--- config.mk ---
export PLATFORM = sky130hd
export DESIGN_NAME = vga_sync_receiver
export DESIGN_NICKNAME = d
export VERILOG_FILES = /design/src/rtl/vga_timing_pkg.sv /design/src/rtl/vga_sync_edge_det.sv /design/src/rtl/vga_sync_receiver.sv
export SDC_FILE = /design/constraint.sdc
export NUM_CORES = 1
export LEC_CHECK = 0
export CAP_MARGIN = 20
export CORE_AREA = 2 2 114 116
export DETAILED_ROUTE_END_ITERATION = 8
export DIE_AREA = 0 0 116 118
export PLACE_DENSITY = 0.8
export SLEW_MARGIN = 20
export SYNTH_ARGS = -nofsm -noshare
export SYNTH_HDL_FRONTEND = slang
export SYNTH_SLANG_ARGS = --single-unit
export TNS_END_PERCENT = 10
--- constraint.sdc ---
create_clock -name clk_25mhz -period 3.6 [get_ports clk_25mhz]
set_input_delay 0.54 -clock clk_25mhz [delete_from_list [all_inputs] [get_ports clk_25mhz]]
set_output_delay 0.54 -clock clk_25mhz [all_outputs]
set_load 0.1 [all_outputs]
--- src/rtl/vga_timing_pkg.sv ---
// Shared 640x480@60Hz timing constants, receiver FSM encoding and pixel helpers.
// Used by the VGA receiver (optional VGA_RX_MEASURE_EN build) and the transmitter.
package vga_timing_pkg;

  localparam int unsigned VGA_H_DISPLAY = 640;
  localparam int unsigned VGA_H_FRONT   = 16;
  localparam int unsigned VGA_H_SYNC    = 96;
  localparam int unsigned VGA_H_BACK    = 48;
  localparam int unsigned VGA_V_DISPLAY = 480;
  localparam int unsigned VGA_V_FRONT   = 10;
  localparam int unsigned VGA_V_SYNC    = 2;
  localparam int unsigned VGA_V_BACK    = 33;
  localparam int unsigned VGA_H_ADJ     = 0;

  localparam int unsigned H_TOTAL     = VGA_H_SYNC + VGA_H_BACK + VGA_H_DISPLAY + VGA_H_FRONT;
  localparam int unsigned V_TOTAL     = VGA_V_SYNC + VGA_V_BACK + VGA_V_DISPLAY + VGA_V_FRONT;
  localparam int unsigned H_ACT_START = VGA_H_SYNC + VGA_H_BACK + VGA_H_ADJ;
  localparam int unsigned V_ACT_START = VGA_V_SYNC + VGA_V_BACK;

  localparam int unsigned CNT_W = 16;

  typedef enum logic [1:0] {
    UNLOCKED = 2'd0,
    SEARCH   = 2'd1,
    LOCKED   = 2'd2
  } rx_state_e;

  // Gray = (r + 2g + b) scaled by 4; all channels at 0xF gives 240
  function automatic logic [7:0] rgb_to_gray(input logic [3:0] r, input logic [3:0] g,
                                             input logic [3:0] b);
    logic [5:0] sum;
    sum = 6'(r) + 6'({g, 1'b0}) + 6'(b);
    return {sum, 2'b00};
  endfunction

  // Increment that sticks at all-ones
  function automatic logic [CNT_W-1:0] sat_inc16(input logic [CNT_W-1:0] v);
    return (v == {CNT_W{1'b1}}) ? v : v + 16'd1;
  endfunction

endpackage

--- src/rtl/vga_sync_edge_det.sv ---
// Registers the raw sync pins once and flags falling edges of hsync/vsync.
module vga_sync_edge_det (
  input  logic clk_25mhz,
  input  logic rst_n,
  input  logic hsync_in,
  input  logic vsync_in,
  output logic hs_fall_c,
  output logic vs_fall_c
);

  logic hs_s1_q, vs_s1_q, hs_prev_q, vs_prev_q;

  // Input stage plus one-cycle history; reset low so a low pin at release is not an edge
  always_ff @(posedge clk_25mhz or negedge rst_n) begin
    if (!rst_n) begin
      hs_s1_q   <= 1'b0;
      vs_s1_q   <= 1'b0;
      hs_prev_q <= 1'b0;
      vs_prev_q <= 1'b0;
    end else begin
      hs_s1_q   <= hsync_in;
      vs_s1_q   <= vsync_in;
      hs_prev_q <= hs_s1_q;
      vs_prev_q <= vs_s1_q;
    end
  end

  assign hs_fall_c = hs_prev_q & ~hs_s1_q;
  assign vs_fall_c = vs_prev_q & ~vs_s1_q;

endmodule

--- src/rtl/vga_sync_receiver.sv ---
// VGA receive side: coordinate recovery, sync lock FSM, gray conversion, pixel strobes.
// Define VGA_RX_MEASURE_EN to add meas_h_total / meas_v_total outputs.
module vga_sync_receiver
  import vga_timing_pkg::*;
#(
  parameter int unsigned H_DISPLAY = VGA_H_DISPLAY,
  parameter int unsigned H_FRONT   = VGA_H_FRONT,
  parameter int unsigned H_SYNC    = VGA_H_SYNC,
  parameter int unsigned H_BACK    = VGA_H_BACK,
  parameter int unsigned V_DISPLAY = VGA_V_DISPLAY,
  parameter int unsigned V_FRONT   = VGA_V_FRONT,
  parameter int unsigned V_SYNC    = VGA_V_SYNC,
  parameter int unsigned V_BACK    = VGA_V_BACK,
  parameter int unsigned H_ADJ     = VGA_H_ADJ
) (
  input  logic              clk_25mhz,
  input  logic              rst_n,
  input  logic              vga_hsync_in,
  input  logic              vga_vsync_in,
  input  logic [3:0]        vga_r_in,
  input  logic [3:0]        vga_g_in,
  input  logic [3:0]        vga_b_in,
  output logic              pix_valid,
  output logic [CNT_W-1:0]  pix_x,
  output logic [CNT_W-1:0]  pix_y,
  output logic [7:0]        pix_gray,
  output logic              frame_start,
  output logic              locked,
  output logic              sync_err
`ifdef VGA_RX_MEASURE_EN
  ,
  output logic [CNT_W-1:0]  meas_h_total,
  output logic [CNT_W-1:0]  meas_v_total
`endif
);

  localparam int unsigned LINE_CLKS    = H_SYNC + H_BACK + H_DISPLAY + H_FRONT;
  localparam int unsigned FRAME_LINES  = V_SYNC + V_BACK + V_DISPLAY + V_FRONT;
  localparam int unsigned COL_START    = H_SYNC + H_BACK + H_ADJ;
  localparam int unsigned COL_END      = COL_START + H_DISPLAY - 1;
  localparam int unsigned ROW_START    = V_SYNC + V_BACK;
  localparam int unsigned ROW_END      = ROW_START + V_DISPLAY - 1;
  localparam int unsigned TIMEOUT_CLKS = 2 * LINE_CLKS;

  logic hs_fall_c, vs_fall_c;

  vga_sync_edge_det u_edge_det (
    .clk_25mhz (clk_25mhz),
    .rst_n     (rst_n),
    .hsync_in  (vga_hsync_in),
    .vsync_in  (vga_vsync_in),
    .hs_fall_c (hs_fall_c),
    .vs_fall_c (vs_fall_c)
  );

  logic [3:0] r_q, g_q, b_q;

  // Colour S1 register, aligned with the sync S1 register inside the edge detector
  always_ff @(posedge clk_25mhz or negedge rst_n) begin
    if (!rst_n) begin
      r_q <= 4'd0;
      g_q <= 4'd0;
      b_q <= 4'd0;
    end else begin
      r_q <= vga_r_in;
      g_q <= vga_g_in;
      b_q <= vga_b_in;
    end
  end

  rx_state_e        state_q, state_d;
  logic [CNT_W-1:0] h_cnt_q, h_cnt_d, v_cnt_q, v_cnt_d, line_cnt_q, line_cnt_d;
  logic [CNT_W-1:0] pix_x_q, pix_x_d, pix_y_q, pix_y_d;
  logic [7:0]       pix_gray_q, pix_gray_d;
  logic             v_arm_q, v_arm_d, h_bad_q, h_bad_d;
  logic             pix_valid_q, pix_valid_d, frame_start_q, frame_start_d;
  logic             locked_q, locked_d, sync_err_q, sync_err_d;
  logic             h_err_c, in_window_c, timeout_c;
  logic [CNT_W-1:0] lines_c;

  // A line period is h_cnt of the last sample before the fall, plus one
  assign h_err_c = hs_fall_c && (h_cnt_q != CNT_W'(LINE_CLKS - 1));
  // Lines in the frame that ends now; a coincident hsync fall belongs to it
  assign lines_c = hs_fall_c ? sat_inc16(line_cnt_q) : line_cnt_q;

  // Counters, lock FSM and output-stage next values for the pixel currently in S1
  always_comb begin
    h_cnt_d       = hs_fall_c ? '0 : sat_inc16(h_cnt_q);
    v_cnt_d       = v_cnt_q;
    v_arm_d       = v_arm_q;
    line_cnt_d    = vs_fall_c ? '0 : lines_c;
    h_bad_d       = vs_fall_c ? 1'b0 : (h_bad_q | h_err_c);
    state_d       = state_q;
    sync_err_d    = 1'b0;
    in_window_c   = 1'b0;
    timeout_c     = 1'b0;
    pix_x_d       = pix_x_q;
    pix_y_d       = pix_y_q;
    pix_gray_d    = pix_gray_q;

    // hsync is handled before vsync so a coincident vsync arms the following line
    if (hs_fall_c) begin
      v_cnt_d = v_arm_q ? '0 : sat_inc16(v_cnt_q);
      v_arm_d = 1'b0;
    end
    if (vs_fall_c) v_arm_d = 1'b1;

    unique case (state_q)
      UNLOCKED: if (vs_fall_c) state_d = SEARCH;
      SEARCH: begin
        if (vs_fall_c && !h_bad_q && !h_err_c && (lines_c == CNT_W'(FRAME_LINES)))
          state_d = LOCKED;
      end
      LOCKED: begin
        if (h_err_c || (vs_fall_c && (lines_c != CNT_W'(FRAME_LINES)))) begin
          sync_err_d = 1'b1;
          state_d    = SEARCH;
        end
      end
      default: state_d = UNLOCKED;
    endcase

    // Lost hsync drops lock silently
    timeout_c = (h_cnt_d >= CNT_W'(TIMEOUT_CLKS));
    if (timeout_c) begin
      state_d    = UNLOCKED;
      sync_err_d = 1'b0;
    end

    locked_d    = (state_d == LOCKED);
    in_window_c = (h_cnt_d >= CNT_W'(COL_START)) && (h_cnt_d <= CNT_W'(COL_END)) &&
                  (v_cnt_d >= CNT_W'(ROW_START)) && (v_cnt_d <= CNT_W'(ROW_END));
    pix_valid_d = in_window_c && locked_d;
    if (pix_valid_d) begin
      pix_x_d    = CNT_W'(h_cnt_d - CNT_W'(COL_START));
      pix_y_d    = CNT_W'(v_cnt_d - CNT_W'(ROW_START));
      pix_gray_d = rgb_to_gray(r_q, g_q, b_q);
    end
    frame_start_d = pix_valid_d && (pix_x_d == '0) && (pix_y_d == '0);
  end

  // State, counters and registered outputs
  always_ff @(posedge clk_25mhz or negedge rst_n) begin
    if (!rst_n) begin
      state_q       <= UNLOCKED;
      h_cnt_q       <= '0;
      v_cnt_q       <= '0;
      line_cnt_q    <= '0;
      v_arm_q       <= 1'b0;
      h_bad_q       <= 1'b0;
      pix_valid_q   <= 1'b0;
      pix_x_q       <= '0;
      pix_y_q       <= '0;
      pix_gray_q    <= 8'd0;
      frame_start_q <= 1'b0;
      locked_q      <= 1'b0;
      sync_err_q    <= 1'b0;
    end else begin
      state_q       <= state_d;
      h_cnt_q       <= h_cnt_d;
      v_cnt_q       <= v_cnt_d;
      line_cnt_q    <= line_cnt_d;
      v_arm_q       <= v_arm_d;
      h_bad_q       <= h_bad_d;
      pix_valid_q   <= pix_valid_d;
      pix_x_q       <= pix_x_d;
      pix_y_q       <= pix_y_d;
      pix_gray_q    <= pix_gray_d;
      frame_start_q <= frame_start_d;
      locked_q      <= locked_d;
      sync_err_q    <= sync_err_d;
    end
  end

  assign pix_valid   = pix_valid_q;
  assign pix_x       = pix_x_q;
  assign pix_y       = pix_y_q;
  assign pix_gray    = pix_gray_q;
  assign frame_start = frame_start_q;
  assign locked      = locked_q;
  assign sync_err    = sync_err_q;

`ifdef VGA_RX_MEASURE_EN
  logic [CNT_W-1:0] last_hp_q, last_hp_d, meas_h_q, meas_h_d, meas_v_q, meas_v_d;

  // Track the latest line period; latch both totals on every vsync fall
  always_comb begin
    last_hp_d = last_hp_q;
    meas_h_d  = meas_h_q;
    meas_v_d  = meas_v_q;
    if (hs_fall_c) last_hp_d = sat_inc16(h_cnt_q);
    if (vs_fall_c) begin
      meas_h_d = last_hp_d;
      meas_v_d = lines_c;
    end
  end

  // Measurement registers
  always_ff @(posedge clk_25mhz or negedge rst_n) begin
    if (!rst_n) begin
      last_hp_q <= '0;
      meas_h_q  <= '0;
      meas_v_q  <= '0;
    end else begin
      last_hp_q <= last_hp_d;
      meas_h_q  <= meas_h_d;
      meas_v_q  <= meas_v_d;
    end
  end

  assign meas_h_total = meas_h_q;
  assign meas_v_total = meas_v_q;
`else
  // Measurement registers are not built in this configuration
`endif

endmodule

==> impl_metrics.csv <==
group,metric,value,unit
outcome,status,"completed",
synthesis,synth_common_cells,"110 x dfrtp_1, 58 x nor2_1, 33 x nand2_1",
global_route,grt_max_degree,61,
clocking,cts_hold_buf,0,
routing,drt.antenna.violating_nets,0,
synthesis,async_flop_share,1.00,
clocking,clk_latency,0.37,ns
global_route,antenna_found_initial,0,
sta,tns,0,ns
routing,wl,15900,um
synthesis,synthTopCellsByArea,"dfrtp_1 44%, mux2_4 6.7%, xnor2_1 3.7%, nor2_1 3.5%, ha_1 2.4%",
synthesis,yosysWarnings,0,
place,io_buffer_count,57,
routing,vias,5078,
synthesis,synth-seq-area-share,0.436,
sta,fin_skew,0.0119,ns
clocking,clock-sinks,110,
synthesis,syn_inst,606,
die,fp.dieH,118,um
clocking,clk_pin_slew_worst_paths,0.09,ns
synthesis,synth-edff-count,0,
synthesis,synth-main-ff-cell,"dfrtp_1",
critical_path,required,3.86,ns
clocking,cts_buffers,9,
place,hpwl,10800,um
global_route,grt_overflow,0,
global_route,grt_pass1_vias,5084,
die,initial_utilization,0.508,
critical_path,r2r_cells,12,
power_and_ir_drop,powerDensity,367,mW/mm2
power_and_ir_drop,vdd_drop_max,0.387,mV
synthesis,yosysUniqueCellTypes,74,
min_path,min_path_type,"in2async",
job,drv_cap,0,
place,placed_cells_incl_taps,836,
finish,syn2layout_area_growth,23.8,%
routing,viasPerCell,5.82,
finish,stdcell_count,872,
finish,final_nets,727,
critical_path,crit_fanout,8,
die,num_io_pins,60,
sta,slew_headroom,0.319,
sta,setup_viol,0,
place,gp_congestion,0.986,
clocking,cts_tree,"built",
sta,fmax,0.289,GHz
clocking,htreeDepth,3,
routing,drc,0,
finish,diodes,0,
routing,drtPass1Iterations,5,
sta,finalCriticalPeriod,3.46,ns
place,dp_slack,0.0173,ns
global_route,grt_pass1_wl,24700,um
finish,layout-drive-gt1-share,0.203,
synthesis,syn_area,0.00631,mm2
critical_path,critPathArrivalTime,3.72,ns
critical_path,worstSetupPathType,"reg2reg",
clocking,cts-root-buf,"clkbuf_16",
power_and_ir_drop,power,0.00287,W
critical_path,cp-end-kind,"flop",
synthesis,synth_area_per_cell,10.4,um2
sta,drv_slew,0,
routing,drt-initial-drc-count,509,
die,die_x,116,um
die,row_count,41,
sta,timing.final.ws_setup,0.137,ns
synthesis,synth_seq_cells,110,
finish,nFillCells,941,
sta,hold_viol,0,
clocking,cts_buffer_depth,2,
die,core-area,0.0124,mm2
power_and_ir_drop,leakage,3.32,nW
sta,max_slew.worst_pin.slew,1.02,ns
die,fp.dieArea,0.0137,mm2
synthesis,synth_top_cell_by_area,"dfrtp_1",
critical_path,critPathLaunchType,"flop",
global_route,grtUsageTotal,0.227,
finish,multi_input_area,0.00335,mm2
routing,routedWlPerCell,18.2,um
synthesis,synth_top_area_share,0.436,
sta,timing.final.crit_share,0.962,
finish,seq_area,0.00276,mm2
synthesis,yosysMostFrequentCell,"dfrtp_1",
-- final cells by class --
cell class | count | area share
Clock buffer | 9 | 0.0288
Clock inverter | 7 | 0.0111
Inverter | 27 | 0.0130
Multi-Input combinational cell | 438 | 0.429
Sequential cell | 110 | 0.353
Tap cell | 172 | 0.0275
Timing Repair Buffer | 109 | 0.137
-- cells by family after synthesis --
kind of cell,synth area share
AOI/OAI and AO/OA,0.113
xor gates and xnor gates,0.0597
adders and majority gates,0.0365
buffers and inverters,0.0516
DFF,0.436
muxes,0.0874
other,0.000594
and+or+nand+nor,0.215
-- layout by cell type (no fill, tap or decap), types with 4 or more instances in the layout --
| cell | synthesis | layout |
|---|---|---|
| a41oi_1 | 5 | 4 |
| nand2_1 | 33 | 33 |
| xor2_1 | 16 | 16 |
| fa_1 | 4 | 4 |
| mux2i_1 | 12 | 12 |
| nor3_1 | 20 | 20 |
| a311oi_1 | 6 | 5 |
| ha_1 | 12 | 8 |
| nor2_1 | 58 | 57 |
| clkdlybuf4s50_1 | 0 | 56 |
| nor4_1 | 13 | 12 |
| a211oi_1 | 6 | 6 |
| xnor2_1 | 27 | 27 |
| and3_1 | 6 | 5 |
| o21ai_0 | 14 | 14 |
| or3_1 | 6 | 6 |
| dfrtp_2 | 0 | 5 |
| mux2_4 | 28 | 28 |
| dfrtp_1 | 110 | 105 |
| o31ai_1 | 4 | 4 |
| nand2b_1 | 8 | 7 |
| nand4_1 | 16 | 16 |
| buf_4 | 5 | 44 |
| inv_1 | 27 | 25 |
| nand3_1 | 25 | 24 |
| a21oi_1 | 17 | 17 |
| a31oi_1 | 8 | 8 |
| clkbuf_16 | 0 | 13 |
| nor2b_1 | 10 | 10 |
| and4_1 | 11 | 10 |
| and2_1 | 6 | 6 |
-- where the power goes --
part	internal [W]	switching, W	leakage [nW]
clock network	0.000503	0.000530	0.151
registers	0.00128	0.0000713	1.47
logic	0.000197	0.000280	1.70
-- final timing paths --
check,start,endpoint,slack (ns)
worst min-delay path,rst_n,line_cnt_q[11],0.21
max in group asynchronous,rst_n,pix_y[9],2.62
min in group clk_25mhz,u_edge_det.vs_s1_q,u_edge_det.vs_prev_q,0.40
worst max-delay path,h_cnt_q[0],pix_x[4],0.14
worst min register to register,u_edge_det.vs_s1_q,u_edge_det.vs_prev_q,0.40
worst max register to register,h_cnt_q[0],pix_x[4],0.14
-- state kept, by name (all words and copies together), names as in the netlist, 2 cells and up --
signal,count
h_cnt_q,16
line_cnt_q,16
pix_x,16
pix_y,16
v_cnt_q,16
pix_gray,6
b_q,4
g_q,4
r_q,4
state_q,2
-- metal layers --
metal,track usage,part of all wire,up-vias
li1,-,-,2366
met1,0.296,0.44,2483
met4,0.0692,0.025,0
met2,0.366,0.48,188
met3,0.0659,0.056,41
met5,0,0,-
-- worst max-delay path: stages (launching register included) --
cell and delay [ns]:
dfrtp_1 0.42, buf_4 0.14, buf_4 0.12, and4_1 0.23, nand2_1 0.10, o311a_1 0.37
a211o_1 0.29, nor3_1 0.29, o31a_1 0.29, o211a_1 0.25, and3_4 0.35, clkbuf_16 0.20
mux2_4 0.30
-- timing repair --
action	4_1_cts	5_1_grt
setup endpoints to repair	20	37
pin swaps	0	8
buffers inserted	1	13
resized for setup	0	28
cloned	0	6
-- metrics by stage --
step                 util  area (um2)  hold slack, ns
detailed placement  0.576        7150           0.380
CTS                 0.602        7470           0.233
global placement    0.576        7150           0.394
global route        0.629        7810           0.268
floorplan               -        6310           0.244
finish              0.629        7810           0.208
(Power assumes the default switching activity.)
